===== src/rtl/adc_echo_train_seq.sv =====
// Echo-train scheduler: emits NUM_ECHOES ACQ_WND pulses at a fixed period.
// Optional ABORT input enabled by defining ECHO_SEQ_ABORT_EN.
module adc_echo_train_seq #(
  parameter int CNT_WIDTH  = 32,
  parameter int ECHO_WIDTH = 16
) (
  input  logic                  CLK,
  input  logic                  RESET,
  input  logic                  START,
  input  logic [ECHO_WIDTH-1:0] NUM_ECHOES,
  input  logic [CNT_WIDTH-1:0]  ECHO_PERIOD,
  input  logic [CNT_WIDTH-1:0]  WND_LEN,
  input  logic                  WINGEN_DONE,
`ifdef ECHO_SEQ_ABORT_EN
  input  logic                  ABORT,
`endif
  output logic                  ACQ_WND,
  output logic [ECHO_WIDTH-1:0] ECHO_IDX,
  output logic                  BUSY,
  output logic                  TRAIN_DONE,
  output logic                  OVERRUN
);

  typedef enum logic [2:0] {
    S_IDLE,
    S_ARM,
    S_WND,
    S_GAP,
    S_FINISH
  } state_t;

  localparam logic [CNT_WIDTH-1:0] C_ONE = CNT_WIDTH'(1);
  localparam logic [CNT_WIDTH-1:0] C_TWO = CNT_WIDTH'(2);
  localparam logic [ECHO_WIDTH-1:0] E_ONE = ECHO_WIDTH'(1);

  state_t                 state;
  logic [CNT_WIDTH-1:0]   cnt;
  logic [CNT_WIDTH-1:0]   per_r;
  logic [CNT_WIDTH-1:0]   wlen_r;
  logic [ECHO_WIDTH-1:0]  num_r;

  logic [CNT_WIDTH-1:0]   per_eff;
  logic [CNT_WIDTH-1:0]   wlen_min1;
  logic [CNT_WIDTH-1:0]   wlen_eff;
  logic                   abort_hit;
  logic                   last_echo;
  logic                   per_end;
  logic                   wnd_end;

  // Window length is kept strictly inside the period so GAP is never empty.
  always_comb begin
    per_eff   = (ECHO_PERIOD < C_TWO) ? C_TWO : ECHO_PERIOD;
    wlen_min1 = (WND_LEN == '0) ? C_ONE : WND_LEN;
    wlen_eff  = (wlen_min1 > per_eff - C_ONE) ? per_eff - C_ONE : wlen_min1;
  end

`ifdef ECHO_SEQ_ABORT_EN
  assign abort_hit = ABORT;
`else
  assign abort_hit = 1'b0;
`endif

  assign last_echo = (ECHO_IDX == num_r - E_ONE);
  assign per_end   = (cnt >= per_r);
  assign wnd_end   = (cnt >= wlen_r);

  always_ff @(posedge CLK) begin
    if (RESET) begin
      state      <= S_IDLE;
      cnt        <= '0;
      per_r      <= '0;
      wlen_r     <= '0;
      num_r      <= '0;
      ACQ_WND    <= 1'b0;
      ECHO_IDX   <= '0;
      BUSY       <= 1'b0;
      TRAIN_DONE <= 1'b0;
      OVERRUN    <= 1'b0;
    end else begin
      TRAIN_DONE <= 1'b0;
      unique case (state)
        S_IDLE: begin
          if (START) begin
            if (NUM_ECHOES != '0) begin
              per_r    <= per_eff;
              wlen_r   <= wlen_eff;
              num_r    <= NUM_ECHOES;
              ECHO_IDX <= '0;
              OVERRUN  <= 1'b0;
              BUSY     <= 1'b1;
              cnt      <= '0;
              state    <= S_ARM;
            end else begin
              TRAIN_DONE <= 1'b1;
            end
          end
        end
        S_ARM: begin
          if (abort_hit) begin
            ACQ_WND <= 1'b0;
            state   <= S_FINISH;
          end else if (WINGEN_DONE) begin
            ACQ_WND <= 1'b1;
            cnt     <= C_ONE;
            state   <= S_WND;
          end
        end
        S_WND: begin
          if (abort_hit) begin
            ACQ_WND <= 1'b0;
            state   <= S_FINISH;
          end else begin
            cnt <= cnt + C_ONE;
            if (wnd_end) begin
              ACQ_WND <= 1'b0;
              state   <= S_GAP;
            end
          end
        end
        S_GAP: begin
          if (abort_hit) begin
            ACQ_WND <= 1'b0;
            state   <= S_FINISH;
          end else if (per_end) begin
            if (last_echo) begin
              state <= S_FINISH;
            end else begin
              ECHO_IDX <= ECHO_IDX + E_ONE;
              if (WINGEN_DONE) begin
                ACQ_WND <= 1'b1;
                cnt     <= C_ONE;
                state   <= S_WND;
              end else begin
                OVERRUN <= 1'b1;
                state   <= S_ARM;
              end
            end
          end else begin
            cnt <= cnt + C_ONE;
          end
        end
        S_FINISH: begin
          if (WINGEN_DONE) begin
            TRAIN_DONE <= 1'b1;
            BUSY       <= 1'b0;
            cnt        <= '0;
            state      <= S_IDLE;
          end
        end
        default: begin
          state <= S_IDLE;
        end
      endcase
    end
  end

endmodule


===== config.mk =====
export PLATFORM = sky130hd
export DESIGN_NAME = adc_echo_train_seq
export DESIGN_NICKNAME = d
export VERILOG_FILES = /design/src/rtl/adc_echo_train_seq.sv
export SDC_FILE = /design/constraint.sdc
export NUM_CORES = 1
export LEC_CHECK = 0
export BUFFER_PORTS_ARGS = -buffer_cell sky130_fd_sc_hd__buf_2
export CAP_MARGIN = 0
export CORE_MARGIN = 8
export CORE_UTILIZATION = 35
export DETAILED_ROUTE_END_ITERATION = 8
export RECOVER_POWER = 50
export SLEW_MARGIN = 25
export SYNTH_ARGS = -nofsm -noshare
export SYNTH_HDL_FRONTEND = slang
export SYNTH_SLANG_ARGS = --single-unit
export TNS_END_PERCENT = 20

===== constraint.sdc =====
create_clock -name CLK -period 5.41 [get_ports CLK]
set_input_delay 0.541 -clock CLK [delete_from_list [all_inputs] [get_ports CLK]]
set_output_delay 0.541 -clock CLK [all_outputs]
set_load 0.01 [all_outputs]

==> out/summary.md <==
The final worst-path cycle share was 92.8%; the power consumption was 3.16 mW. For this design, the CTS-stage hold fixing added 0 buffers. In this run the number of H-tree levels came out at 4.

Overall via count from detail_route: 9565. The cell type group with the largest total delay on the critical path is simple AND/OR/NAND/NOR gates. In the routed layout, each cell is associated on average with a via count of 5.51. The first global-routing pass estimated 46600 um of wire.

The worst pin sits at a relative slew slack of 8.16%. The run gives 9118 as the via count of the first global-routing pass. The aggregate negative setup slack is 0 ns, and the max-cap violation count is 0. The number of nets in the synthesized netlist is 1495. The run gives 1703 as the number of cells after detailed placement. The maximum count of clock buffers along a single path is 2, and the proportion of layout cells with a drive suffix above 1 is 13.3%. The worst hold path was traced through 3 stages. The flow ran to the end, and the final reports show no timing, DRC or antenna violations. The worst hold path begins at NUM_ECHOES[3].

Tracing the worst setup path back leads to its startpoint at ECHO_PERIOD[22]. At the placement stage, the worst setup path has a slack of -0.134 ns. The run gives 35.7% as the effective utilization at floorplan. The layout-stage area growth over the synthesis result works out to 16.6%. The count of final hold-check violations was 0; the floorplan die area was 33100 um^2. The utilization after layout is 41.6%, and the post-DP HPWL is 21800 um.

The setup check on the worst reg-to-reg path leaves a slack of 0.90 ns. Synthesis inferred 135 register bits. The average cell area after synthesis is 7.36 um^2, and the total number of yosys warnings is 0. Measured along the x axis, the die boundary spans 182 um. Shortest clock period the worst path allows after layout: 5.02 ns. STA classifies the critical path startpoint as an input port. The root buffer cell chosen for the clock tree is sky130_fd_sc_hd__clkbuf_16. The critical path contains buffers and inverters numbering 3 combined. Setup repair after global routing left no endpoint under its margin.

Counting the buffers created by CTS gives 17. The logs give 135 for the sink count of the clock tree and 0 for the number of max-slew violations in the final report. On the worst path, the slowest cell contributes a delay of 0.54 ns.

The run gives 0.43 ns as the clock latency of the later-clocked register in the worst-skew pair. The cell area that synthesis handed to floorplanning was 9640 um^2. Global placement routability congestion: 0.910.

Setup slack on the critical path of the routed design comes to 0.391 ns. The cell count after synthesis was 1311; the clock transition at the register clock pins on the worst setup and hold paths after CTS was 0.07 ns. For this block, the initial DRC count from the detailed router was 833. The type of the worst setup path was input port to flop. The overall overflow remaining after global route was 0; the peak clock frequency supported by timing was 0.199 GHz. The largest area contributor in the synthesized netlist is sky130_fd_sc_hd__dfxtp_1. Setup violations remaining at the end of the flow were counted as 0. The cell row count was 60; the actual slew at the worst max-slew pin was 1.36 ns. In this run the standard cell core region covers 27000 um^2. TritonCTS built the clock tree.

The tools report the static power due to leakage as 4.38 nW. Counting buffers and inverters, the worst setup path is 23 cells deep. The logs give 68 for the pin count of the biggest net entering global routing and 0 for the initial antenna violation count. For this design, the slowest cell found on the critical path is sky130_fd_sc_hd__or4_1. Summed over all layers, the routed wires come to 28300 um. Yosys attributes the largest share of cell area to sky130_fd_sc_hd__dfxtp_1, sky130_fd_sc_hd__ha_1, sky130_fd_sc_hd__a21oi_1.

The detail route stage leaves a number of antenna-violating nets equal to 0. STA puts the critical path data required time at 5.68 ns. The wire length per cell after detailed routing is 16.3 um. The height of the die is 182 um. Across the VDD grid, the largest voltage drop is 0.219 mV. Input and output buffers added on the ports amount to 103.

At the worst endpoint, the arrival time is 5.29 ns. For this design the top-level I/O count stands at 104. In the routed design, unresolved DRC markers number 0. In this run, distinct cell masters in the synthesized netlist total 60. Most used flip-flop cell after synthesis: sky130_fd_sc_hd__dfxtp_1.

Worst hold path class: input port to flop. Summed over its instances, the top area cell type makes up 28.0% of the synthesized netlist area. The areal power density over the cells is 281 nW/um^2. The clock arrives with 0.0159 ns of skew. After the flow finishes, the layout carries non-filler instances totaling 1735. The maximum fanout along the worst path came out at 20. The global routing usage summed across all routing layers is 16.9%, and the sequential element share of the synthesized area is 28.0%. In the synthesized netlist the async set-or-reset flop fraction comes to 0%. The depth of the worst register-to-register path was 11. Walking the worst path, the cells encountered are buf_2 > or4_1 > and3b_2 > nand4_1 > nand2_1 > ha_1 > nand2b_1 > nor4_2 > buf_4 > nand2_1 > or2_2 > nor4_1 > xnor2_1 > ha_1 > nand4_1 > nor4_2 > nand3_1 > nor3b_1 > a32oi_1 > o21ai_4 > buf_4 > o31ai_1 > a211oi_1. The run gives 0 as the antenna diode count.

The number of detailed-route iterations in the first pass came out at 7. After the last flow step, the layout net total stands at 1565. The tools report the launching point of the worst reg2reg path as cnt[23]. The number of flops mapped to enable cells by yosys was 0. STA classifies the critical path endpoint as a flop.
-- worst register-to-register path: cells and delay by family (launching register included) --
family / cells / cell delay (ns)
AO/OA/AOI/OAI: 7 / 1.95
flip-flops: 1 / 0.51
AND/OR/NAND/NOR: 2 / 0.65
buffers and inverters: 1 / 1.02
adder cells (fa/ha/maj): 1 / 0.32
-- stage by stage --
| step | cell area, um^2 | hold slack (ns) |
|---|---|---|
| after floorplan | 9650 | 0.436 |
| after global placement | 10600 | 0.444 |
| after detailed placement | 10600 | 0.447 |
| after CTS | 11300 | 0.343 |
| after global routing | 11200 | 0.345 |
| final | 11200 | 0.357 |
-- final timing paths --
| path | to |
|---|---|
| worst max register to register | cnt[22] |
| worst min-delay path | num_r[3] |
| worst max-delay path | wlen_r[31] |
| worst min register to register | per_r[5] |
-- placed cells by master (no fill, tap or decap), drive strengths merged, types with 4 or more instances in the layout --
master    n
or2       9
clkbuf   41
nor4     33
o21ai    88
o31ai     9
nor3     41
and2      6
bufinv    6
or4      16
dfxtp   135
nand4    30
nand2   198
xnor2    28
and4      4
a21oi   170
nor2     66
xor2     19
inv      80
ha      100
a211o     8
a211oi   11
a21o     23
buf     123
a311oi   11
nand2b    9
clkinv    4
a31oi    18
or3      16
and3      6
nand3    29
o31a      4
o21a      8
-- cell type report --
class                      instances  area [um^2]
timing repair buffer             145          813
tap                              341          427
clock inverter                    13          240
fill                            2816        15800
multi-input combinational       1005         6330
sequential                       135         2700
inverter                          77          289
clock buffer                      19          443
-- sequential cells by signal, summed over array words and instances, names as in the netlist --
name,count
state,3
BUSY,1
TRAIN_DONE,1
num_r,16
wlen_r,32
per_r,32
ECHO_IDX,16
cnt,32
OVERRUN,1
ACQ_WND,1
-- routing by layer --
layer / track usage, % / share of wire, % / vias up
li1: - / - / 4842
met1: 23.4 / 50 / 4444
met2: 26.5 / 44 / 249
met3: 2.79 / 4.3 / 30
met4: 4.82 / 1.5 / 0
met5: 0 / 0 / -
-- cells in the mapped netlist, types with 18 or more instances --
cell type                  number
sky130_fd_sc_hd__nand3_1       29
sky130_fd_sc_hd__ha_1         100
sky130_fd_sc_hd__a21o_1        23
sky130_fd_sc_hd__nor3_1        41
sky130_fd_sc_hd__nand2_1      198
sky130_fd_sc_hd__a31oi_1       18
sky130_fd_sc_hd__o21ai_0       80
sky130_fd_sc_hd__inv_1         77
sky130_fd_sc_hd__xnor2_1       28
sky130_fd_sc_hd__a21oi_1      170
sky130_fd_sc_hd__clkbuf_1      90
sky130_fd_sc_hd__nor2_1        66
sky130_fd_sc_hd__dfxtp_1      135
sky130_fd_sc_hd__nand4_1       30
sky130_fd_sc_hd__nor4_1        32
sky130_fd_sc_hd__xor2_1        19
-- report_power, final --
part           total [mW]  switching (mW)  internal, mW
combinational       0.688           0.435         0.254
sequential           1.11          0.0499          1.06
clock                1.36           0.475         0.885
total                3.16           0.959          2.20
-- cell families after synthesis --
| group | share of synthesized area [%] |
|---|---|
| flip-flops | 28.0 |
| multiplexers | 0.221 |
| AND/OR/NAND/NOR | 23.7 |
| buffers and inverters | 6.84 |
| adder cells (fa/ha/maj) | 13.0 |
| XOR/XNOR | 4.27 |
| AO/OA/AOI/OAI | 24.0 |
-- repair_timing --
action,4_1_cts,5_1_grt
gates resized for setup,0,5
endpoints found under the setup margin,0,31
endpoints found under the hold margin,0,0
buffers inserted,0,0
Power figures use the tool's default switching activity.
